[config.mk]
export PLATFORM = sky130hd
export DESIGN_NAME = debounce
export DESIGN_NICKNAME = d
export VERILOG_FILES = /design/src/rtl/sync_2ff.sv /design/src/rtl/debounce.sv
export SDC_FILE = /design/constraint.sdc
export NUM_CORES = 1
export LEC_CHECK = 0
export CAP_MARGIN = 20
export CORE_AREA = 5 5 42 44
export CTS_CLUSTER_DIAMETER = 40
export DETAILED_ROUTE_END_ITERATION = 12
export DIE_AREA = 0 0 47 49
export GPL_TIMING_DRIVEN = 0
export SYNTH_ARGS = -nofsm -noshare
export SYNTH_HDL_FRONTEND = slang
export SYNTH_SLANG_ARGS = --single-unit
export TNS_END_PERCENT = 30
[constraint.sdc]
create_clock -name CLK -period 1.1 [get_ports CLK]
set_input_delay 0.22 -clock CLK [delete_from_list [all_inputs] [get_ports CLK]]
set_output_delay 0.22 -clock CLK [all_outputs]
set_load 0.05 [all_outputs]
[src/rtl/sync_2ff.sv]
// Two-flop level synchronizer for bringing an asynchronous level into the clk domain.
module sync_2ff (
    input  logic clk,
    input  logic rst_n,
    input  logic d,
    output logic q
);

    logic s1;

    always_ff @(posedge clk or negedge rst_n) begin
        if (!rst_n) begin
            s1 <= 1'b0;
            q  <= 1'b0;
        end else begin
            s1 <= d;
            q  <= s1;
        end
    end

endmodule

[src/rtl/debounce.sv]
// Push-button debouncer: synchronizes PB, follows it only after STABLE_CYCLES
// consecutive clocks of a changed level, and emits one-cycle rise/fall strobes.
module debounce #(
    parameter int unsigned STABLE_CYCLES = 16
) (
    input  logic CLK,
    input  logic RST_N,
    input  logic PB,
    output logic PB_debounced,
    output logic PB_rise,
    output logic PB_fall
);

    localparam int unsigned CW = $clog2(STABLE_CYCLES + 1);
    localparam logic [CW-1:0] LAST = CW'(STABLE_CYCLES - 1);

    logic          s2;
    logic [CW-1:0] cnt;

    sync_2ff u_sync (
        .clk   (CLK),
        .rst_n (RST_N),
        .d     (PB),
        .q     (s2)
    );

    // Any cycle where s2 agrees with the output discards partial progress.
    always_ff @(posedge CLK or negedge RST_N) begin
        if (!RST_N) begin
            cnt          <= '0;
            PB_debounced <= 1'b0;
            PB_rise      <= 1'b0;
            PB_fall      <= 1'b0;
        end else begin
            PB_rise <= 1'b0;
            PB_fall <= 1'b0;
            if (s2 == PB_debounced) begin
                cnt <= '0;
            end else if (cnt == LAST) begin
                PB_debounced <= s2;
                cnt          <= '0;
                PB_rise      <= s2;
                PB_fall      <= ~s2;
            end else begin
                cnt <= cnt + 1'b1;
            end
        end
    end

endmodule

Word-level counts from Yosys, hierarchy flattened:

Cells that the tools add are included.

* word-level logic and storage cells: 18
* register bits after elaboration: 10
* output and inout port bits: 3
* bits of input ports: 3

* add/subtract/negate cells: 1
* bitwise logic cells: 2
* mux-type cells: 6
* reductions and logical operators: 1
* equal/unequal tests: 2

Operators with widths (number)
* 5-bit two-way mux: 2
* 5-bit by 1-bit adder with 5-bit output (second input constant): 1
* 5-bit by 4-bit == test with 1-bit output (second input constant): 1
* 1-bit two-way mux: 4
* 1-bit NOT: 2
* 2-bit AND reduction: 1
* 1-bit == test: 1

Logic depth before layout (Yosys ltp):

* word-level depth: 3
* depth in mapped cells: 4
* depth with buffers taken out: 4

Hierarchy:

From an unflattened synthesis, not the netlist that was laid out.

* cell total of the unflattened synthesis: 26
* area, all modules: 382.9 um^2

By module, submodules not included
* debounce: times used 1, area each 332.8 um^2, sequential area each 200.2 um^2, cells an instance 24
* sync_2ff: times used 1, area each 50.0 um^2, sequential area each 50.0 um^2, cells an instance 2

Worst setup path after synthesis:

No wires, ideal clock.

* path kind: register to register
* start: register PB_debounced
* end: register cnt[4]
* library setup time: 82 ps
* slack: -85 ps
* clock period less this slack: 1185 ps
* buffers on the path: 0
* stages on the path, launching flop included: 4
* arrival time: 1103 ps
* data required time: 1018 ps
* cells stage by stage: dfrtp_1 xor2_1 nand2_1 a31oi_1

* cells in the longest elaborated chain, start to end: 2

Ends and longest elaborated chain
* from (decl): line debounce.sv:9 `output logic PB_debounced,`
* from (signal assigned): line debounce.sv:31 `PB_debounced <= 1'b0;`
* from (signal assigned): line debounce.sv:40 `PB_debounced <= s2;`
* 1-bit == test: line debounce.sv:37 `if (s2 == PB_debounced) begin`
* 5-bit two-way mux: line debounce.sv:37
* to (signal assigned): line debounce.sv:45 `cnt <= cnt + 1'b1;`
* to (decl): line debounce.sv:18 `logic [CW-1:0] cnt;`

No other way between the ends.
A chain may end at the register's enable or synchronous reset.

Worst setup path in the final report:

* start: register cnt[0]
* end: register PB_debounced

* cells in the longest elaborated chain, start to end: 2

Ends and longest elaborated chain
* 5-bit by 4-bit == test with 1-bit output: line debounce.sv:39 `end else if (cnt == LAST) begin`
* 2-bit AND reduction (no source line)

No other way between the ends.

==> results.py <==
metrics = {
    "grt": {
        "grt_overflow": 0,
        "antenna_found_initial": 0,
        "grt_max_degree": 11,
        "grt_pass1_vias": 279,
        "grt_pass1_wl_um": 1080,
        "grt_usage_pct": 6.63,
    },
    "placed_design": {
        "io_buffer_count": 5,
        "post-place-cells": 47,
        "gp_congestion": 0.791,
        "pre_cts_slack_ps": -315,
        "dp_hpwl_um": 521,
    },
    "cts": {
        "cts_tree": "done",
        "clkSlewWorstSetupHoldPaths_ps": 60,
        "holdBufCountCts": 0,
        "cts-root-buf": "clkbuf_4",
        "cts_buffer_depth": 2,
        "clock_sinks": 10,
        "clk_latency_ps": 250,
        "cts_inserted_buffers": 3,
        "cts.htree.levels": 1,
    },
    "setup_path": {
        "r2r-end": "PB_debounced",
        "crit_type": "flop to flop",
        "reg2reg_from": "cnt[0]",
        "crit_arrival_ps": 1300,
        "r2r_cells": 3,
        "cp.required_ps": 1240,
        "path_cells": "ha_4, nand4b_4, mux2_4",
        "worst-r2r-setup-slack_ps": -60,
        "endpoint_kind": "flop",
        "crit_slowest_cell": "dfrtp_1",
        "crit_fanout": 5,
        "slowest_delay_ps": 400,
        "start_kind": "flop",
    },
    "synthesis": {
        "syn-num-nets": 30,
        "syn-instance-count": 26,
        "ys_warn_count": 0,
        "synth.avg_cell_area_um2": 14.7,
        "yosysSeqAreaShare_pct": 65.4,
        "ys_ff_latch": 10,
        "syn_area_um2": 383,
        "synth_cell_type_count": 12,
    },
    "routing": {
        "drc_errors": 0,
        "ant_nets": 0,
        "wl_per_cell_um": 12.5,
        "avgViaCountPerCell": 4.48,
        "dr.pass1.iters": 1,
        "drt_iter0_drc": 0,
        "vias": 233,
        "wl_um": 652,
    },
    "power": {
        "p_leak_uw": 0.000271,
        "p_per_area_nw_per_um2": 1350,
        "vdd.ir_drop.worst_uv": 772,
    },
    "layout": {
        "area_growth_pct": 31.7,
        "fillCellCount": 144,
        "fin_nets": 41,
        "regArea_um2": 251,
        "antenna_cells": 0,
        "instances_no_fill": 52,
        "multiInputGateArea_um2": 153,
        "final_common_cell": "dfrtp_1",
        "fin_util_pct": 36.0,
        "drive_above_1_share_pct": 36.1,
        "mostFrequentLayoutCells": "9 x dfrtp_1, 5 x clkbuf_4",
    },
    "die": {
        "row_count": 14,
        "die_height_um": 49,
        "io_pins": 6,
        "die_area_um2": 2300,
        "start_util_pct": 27.3,
        "fp.dieW_um": 47,
        "core-area_um2": 1400,
    },
    "sta": {
        "rsz0062_at_grt": "true",
        "setup_slack_ps": -56.9,
        "fmax_mhz": 864,
        "fin_crit_ps": 1160,
        "tightest_slew_ps": 441,
        "slew-limit-headroom_pct": 70.5,
        "fin_crit_sh_pct": 105,
        "setup_violations": 1,
        "hold_viol_final": 0,
        "finClkSkew_ps": 5.68,
        "finalMaxSlewViolations": 0,
    },
    "outcome": {
        "status": "finished, violations left",
        "violations": "setup timing",
    },
    "flow_run": {
        "drv_cap": 0,
    },
    "min_path": {
        "worstHoldPathType": "input port to async pin",
    },
}
[cell type report]
type | instances | area share, %
Clock buffer | 4 | 5.21
Multi-Input combinational cell | 16 | 30.3
Sequential cell | 10 | 49.9
Tap cell | 16 | 3.97
Timing Repair Buffer | 6 | 10.7
[where the power goes]
group | leakage [uW] | switching (uW) | total [uW] | internal (uW)
Combinational | 0.000125 | 18.4 | 42.1 | 23.8
Sequential | 0.000131 | 15.4 | 396 | 381
Clock | 0.0000150 | 105 | 244 | 139
[cell usage after synthesis]
cell type	n	area, um2
dfrtp_1	10	250
xor2_1	3	26.3
and2_1	1	6.26
a31oi_1	1	6.26
mux2_4	1	15.0
nand3_1	1	5.00
nand2_1	2	7.51
nor2_1	2	7.51
nor3b_1	2	15.0
ha_1	1	12.5
nand4b_4	1	23.8
and3_2	1	7.51
[timing repair]
action	4_1_cts	5_1_grt
pin swaps	0	1
gates cloned	0	0
endpoints found under the setup margin	8	9
setup buffers	0	1
resized for setup	17	5
[critical path, delay by kind of cell, from the launching register on]
kind | cells | cell delay, ps
muxes | 1 | 320
adders and majority gates | 1 | 180
DFF | 1 | 400
and+or+nand+nor | 1 | 140
[kinds of logic after synthesis]
kind of cell | synth area share (%)
xor gates and xnor gates | 6.86
muxes | 3.92
AOI/OAI and AO/OA | 1.64
and+or+nand+nor | 19.0
DFF | 65.4
adders and majority gates | 3.27
[metrics by stage]
stage / total power (uW) / area (um2) / hold WS [ps] / TNS, ps
CTS: 696 / 490 / 272 / -165
floorplan: 413 / 384 / -75.6 / -69.8
detailed placement: 434 / 454 / 347 / -1050
finish: 683 / 504 / 274 / -56.9
global route: 724 / 504 / 294 / -133
global placement: 429 / 454 / 338 / -897
[flip-flops by register name (all words and copies together) (netlist names)]
| signal | cells |
|---|---|
| PB_debounced | 1 |
| cnt | 5 |
| PB_rise | 1 |
| PB_fall | 1 |
| u_sync.s1 | 1 |
| u_sync.q | 1 |
[worst max-delay path by stage]
| stage | startpoint | endpoint | slack (ps) | cells after the start |
|---|---|---|---|---|
| after floorplan | cnt[0] | PB_debounced | -70 | 3 |
| after global placement | PB_debounced | PB_debounced | -320 | 1 |
| after detailed placement | PB_debounced | PB_debounced | -310 | 1 |
| after CTS | PB_fall | PB_fall | -90 | 1 |
| after global routing | cnt[0] | PB_debounced | -90 | 3 |
| final | cnt[0] | PB_debounced | -60 | 3 |
[metal layers]
| metal | GRT usage, % | routed length [um] |
|---|---|---|
| met5 | 0 | 0 |
| met4 | 4.15 | 0 |
| met3 | 2.95 | 35 |
| met2 | 10.4 | 334 |
| met1 | 6.85 | 283 |
Power figures use the tool's default switching activity.
